$ cat config.mk
export PLATFORM = sky130hd
export DESIGN_NAME = pc_redirect_ctrl
export DESIGN_NICKNAME = d
export VERILOG_FILES = /design/src/rtl/pc_redirect_ctrl.sv
export SDC_FILE = /design/constraint.sdc
export NUM_CORES = 1
export LEC_CHECK = 0
export BUFFER_PORTS_ARGS = -buffer_cell sky130_fd_sc_hd__buf_2
export CORE_MARGIN = 3
export CORE_UTILIZATION = 39
export DETAILED_ROUTE_END_ITERATION = 16
export GPL_TIMING_DRIVEN = 0
export PLACE_DENSITY = 0.78
export SYNTH_ARGS = -nofsm -noshare
export SYNTH_HDL_FRONTEND = slang
export SYNTH_SLANG_ARGS = --single-unit
$ cat constraint.sdc
create_clock -name clk -period 1.6 [get_ports clk]
set_input_delay 0.16 -clock clk [delete_from_list [all_inputs] [get_ports clk]]
set_output_delay 0.16 -clock clk [all_outputs]
set_load 0.01 [all_outputs]
$ cat src/rtl/pc_redirect_ctrl.sv
// PC sequencer with branch redirect, halt/resume and a sticky misaligned-target flag; optional counters under PC_REDIRECT_STATS_EN.
// Latency: pc updates one cycle after an event; flush_if_id/flush_id_ex are combinational in the event cycle.
// Backpressure: stall holds pc in RUN; redirect and halt_req override stall; HALT ignores everything but resume.
module pc_redirect_ctrl #(
    parameter int          PC_W     = 9,
    parameter int unsigned RESET_PC = 0
) (
    input  logic            clk,
    input  logic            reset,
    input  logic            stall,
    input  logic            pc_sel,
    input  logic [31:0]     br_pc,
    input  logic            halt_req,
    input  logic            resume,
    output logic [PC_W-1:0] pc,
    output logic            if_valid,
    output logic            flush_if_id,
    output logic            flush_id_ex,
    output logic            halted,
    output logic            misalign_err
`ifdef PC_REDIRECT_STATS_EN
    ,
    output logic [31:0]     redirect_cnt,
    output logic [31:0]     stall_cnt
`endif
);

    typedef enum logic [1:0] {
        ST_RUN   = 2'd0,
        ST_REDIR = 2'd1,
        ST_HALT  = 2'd2
    } state_t;

    state_t          state, state_nxt;
    logic [PC_W-1:0] pc_nxt;
    logic            misalign_nxt;
    logic            flush_req;
    logic            take_redir;
    logic            stall_hold;
    logic            br_aligned;

    assign br_aligned = (br_pc[1:0] == 2'b00);

    // Target bits above the PC width are dropped on purpose.
    if (PC_W < 32) begin : g_br_hi
        logic unused_br_hi;
        assign unused_br_hi = ^br_pc[31:PC_W];
    end

    always_comb begin
        state_nxt    = state;
        pc_nxt       = pc;
        misalign_nxt = misalign_err;
        flush_req    = 1'b0;
        take_redir   = 1'b0;
        stall_hold   = 1'b0;
        case (state)
            ST_RUN: begin
                if (halt_req) begin
                    state_nxt = ST_HALT;
                    flush_req = 1'b1;
                end else if (pc_sel) begin
                    if (br_aligned) begin
                        state_nxt  = ST_REDIR;
                        pc_nxt     = br_pc[PC_W-1:0];
                        flush_req  = 1'b1;
                        take_redir = 1'b1;
                    end else begin
                        // Bad target: do not follow it, park the core instead.
                        misalign_nxt = 1'b1;
                        state_nxt    = ST_HALT;
                    end
                end else if (stall) begin
                    stall_hold = 1'b1;
                end else begin
                    pc_nxt = pc + PC_W'(4);
                end
            end
            ST_REDIR: begin
                state_nxt = ST_RUN;
                pc_nxt    = pc + PC_W'(4);
            end
            ST_HALT: begin
                if (resume) begin
                    state_nxt = ST_RUN;
                end
            end
            default: begin
                state_nxt = ST_RUN;
            end
        endcase
    end

    assign flush_if_id = flush_req & ~reset;
    assign flush_id_ex = flush_req & ~reset;
    assign if_valid    = (state == ST_RUN);
    assign halted      = (state == ST_HALT);

    always_ff @(posedge clk) begin
        if (reset) begin
            state        <= ST_RUN;
            pc           <= PC_W'(RESET_PC);
            misalign_err <= 1'b0;
        end else begin
            state        <= state_nxt;
            pc           <= pc_nxt;
            misalign_err <= misalign_nxt;
        end
    end

`ifdef PC_REDIRECT_STATS_EN
    always_ff @(posedge clk) begin
        if (reset) begin
            redirect_cnt <= '0;
            stall_cnt    <= '0;
        end else begin
            if (take_redir && (redirect_cnt != 32'hFFFF_FFFF)) begin
                redirect_cnt <= redirect_cnt + 32'd1;
            end
            if (stall_hold && (stall_cnt != 32'hFFFF_FFFF)) begin
                stall_cnt <= stall_cnt + 32'd1;
            end
        end
    end
`else
    logic unused_stats;
    assign unused_stats = take_redir ^ stall_hold;
`endif

endmodule

==> flow_metrics.tcl <==
set metrics [dict create \
    n_fill_cell 182 \
    clockRootBuffer "clkbuf_4" \
    grt_start_max_net_pins 11 \
    hold_path_class "in2reg" \
    critPathCaptureType "primary output" \
    post-route-min-period_ns 1.49 \
    numPortBuffers 28 \
    synth-seq-area-share_pct 34.0 \
    finalMaxSlewViolations 0 \
    wire_per_inst_um 12.3 \
    seqPwrFrac_pct 46.2 \
    ys_async_sr_fraction_pct 0 \
    clkTransAtPathRegs_ns 0.09 \
    cp_max_fo 9 \
    die_h_um 48.6 \
    synth_area_leader_cell "dfxtp_1" \
    grt_usage_pct 15.5 \
    max_slew_margin_pct 63.6 \
    cts_buffer_depth 2 \
    num_rows 14 \
    grt_overflow_total 0 \
    whs_endpoint "state[1]" \
    drtIter0Drc 9 \
    netSwitchingPower_uw 193 \
    r2r_end "pc[6]" \
    syn_area_per_cell_um2 8.13 \
    core_um2 1610 \
    status "completed" \
    viasPerCell 5.37 \
    area_growth_syn_to_layout_pct 30.1 \
    intPower_uw 505 \
    dpl_cell_area_um2 877 \
    drt_pass1_iterations 4 \
    syn_area_um2 707 \
    clock-sinks 12 \
    synth-warning-count 0 \
    ir_drop_uv 381 \
    fin_nets 159 \
    netSwitchingFraction_pct 27.6 \
    die_x_um 48.6 \
    required_ns 1.44 \
    rsz0062_at_grt "no" \
    synth_seq_cells 12 \
    synth.area.top_cells "dfxtp_1 34%, a21oi_1 7.8%, and3_1 4.4%, o21ai_1 4.2%, nor2_1 3.7%" \
    cts_tree "built" \
    startpoint_type "flip-flop" \
    cts-hold-fix-buffers 0 \
    drive_above_1_share_pct 35.3 \
    critical_path_arrival_ns 1.33 \
    grt_pass1_vias 687 \
    ys.flop_type "dfxtp_1" \
    yosysUniqueCellTypes 29 \
    cts_htree_levels 1 \
    tightest_slew_ns 0.546 \
    skew_ns 0.00837 \
    diodes 0 \
    synth.net_count 126 \
    cts_buffers 3 \
    whs_path_depth 2 \
    worstRegToRegCells 6 \
    place_congestion 0.849 \
    drc_errors 0 \
    multi_input_area_um2 433 \
    vias 768 \
    power_density_nw_per_um2 759 \
    pwr-share-comb_pct 18.1 \
    setup_tns_ns 0 \
    cap_violations 0 \
    finalWirelength_mm 1.77 \
    finalSetupViolCount 0 \
    fin_crit_sh_pct 92.9 \
    final-seq-area_um2 240 \
    die_area_um2 2360 \
    start_util_pct 43.9 \
    regToRegSetupSlack_ns 0.22 \
    finalCoreUtilization_pct 57.1 \
    antenna_found_initial 0 \
    r2r_start "state[0]" \
    postSynthCellCount 87 \
    drtAntennaViolNets 0 \
    synth_top_area_share_pct 34.0 \
    clk_latency_ns 0.28 \
    hpwl_mm 1.33 \
    clkPwrFrac_pct 35.7 \
    p_leak_uw 0.000396 \
    ios 52 \
    synth-edff-count 0 \
    grt_pass1_wl_mm 2.88 \
    worstHoldStart "resume" \
    worstSetupPathType "reg2out" \
    hold_viol 0 \
    max_freq_ghz 0.673 \
    stdcell_area_um2 920 \
]
-- routing by layer --
| layer | global-route usage [%] | vias to the layer above | share of wire, % |
|---|---|---|---|
| met5 | 0 | - | 0 |
| met4 | 8.53 | 0 | 1.8 |
| met3 | 4.29 | 4 | 7.9 |
| met2 | 25.7 | 36 | 46 |
| met1 | 17.9 | 343 | 44 |
| li1 | - | 385 | - |
-- how the worst max path moves through the flow --
stage,startpoint,endpoint,cells past startpoint,slack [ns]
2_1_floorplan,state[0],flush_if_id,3,0.28
3_3_place_gp,pc_sel,flush_if_id,6,0.26
3_5_place_dp,pc_sel,flush_if_id,6,0.22
4_1_cts,state[0],flush_if_id,4,0.03
5_1_grt,state[0],flush_if_id,4,0.02
6_report,state[0],flush_if_id,4,0.11
-- area by class of cell --
class | count | area share [%]
multi-input combinational | 66 | 47.1
sequential | 12 | 26.1
timing repair buffer | 28 | 15.2
clock buffer | 4 | 3.95
tap | 24 | 3.27
buffer | 5 | 2.72
inverter | 4 | 1.63
-- Yosys cell counts (3+ instances only) --
| master | instances |
|---|---|
| and3_1 | 5 |
| o21ai_1 | 6 |
| nor2_1 | 7 |
| nand3_1 | 5 |
| a21oi_1 | 11 |
| nand2b_1 | 4 |
| inv_1 | 3 |
| nand2_1 | 5 |
| dfxtp_1 | 12 |
| nor3_1 | 4 |
-- through the flow --
stage,setup WS [ns],cells,hold WS [ns],power [µW]
after floorplan,0.276,87,0.252,403
after global placement,0.257,139,0.365,451
after detailed placement,0.216,139,0.376,455
after CTS,0.0319,143,0.0724,700
after global routing,0.0222,143,0.0892,739
final,0.114,143,0.0728,698
-- logic make-up after synthesis --
family	share of synthesized area (%)
and+or+nand+nor	26.0
AOI/OAI and AO/OA	29.7
DFF	34.0
buffers and inverters	5.66
muxes	2.83
adders and majority gates	1.77
-- cells in the final DEF, fill, tap and decap left out, drive strengths merged, types with 2 or more instances in the layout --
| master | n |
|---|---|
| and2 | 2 |
| o32ai | 2 |
| nor3 | 4 |
| nand2 | 5 |
| mux2i | 2 |
| dfxtp | 12 |
| nand2b | 4 |
| clkbuf | 6 |
| and3 | 5 |
| inv | 4 |
| nand3 | 5 |
| a21oi | 11 |
| nor2 | 7 |
| a211oi | 2 |
| buf | 31 |
| o21ai | 7 |
-- registers in the layout, summed over array words and instances, names as in the netlist --
signal and count:
state 2, misalign_err 1, pc 9
-- power by group through the flow --
stage | clock network [µW] | logic [µW] | registers [µW]
final | 250 | 126 | 323
after global placement | 0 | 122 | 329
after detailed placement | 0 | 125 | 330
after CTS | 253 | 125 | 322
after global routing | 272 | 141 | 325
after floorplan | 0 | 71.8 | 331
-- worst max-delay path, cell delays in order (launching register included) --
cell	delay [ns]
dfxtp_1	0.30
buf_2	0.17
nor4_2	0.31
buf_4	0.15
buf_2	0.11
-- repair_timing --
action,4_1_cts,5_1_grt
resized for setup,0,1
setup endpoints to repair,0,1
buffers inserted,0,0
No activity file was read; power rests on OpenSTA's default activity.
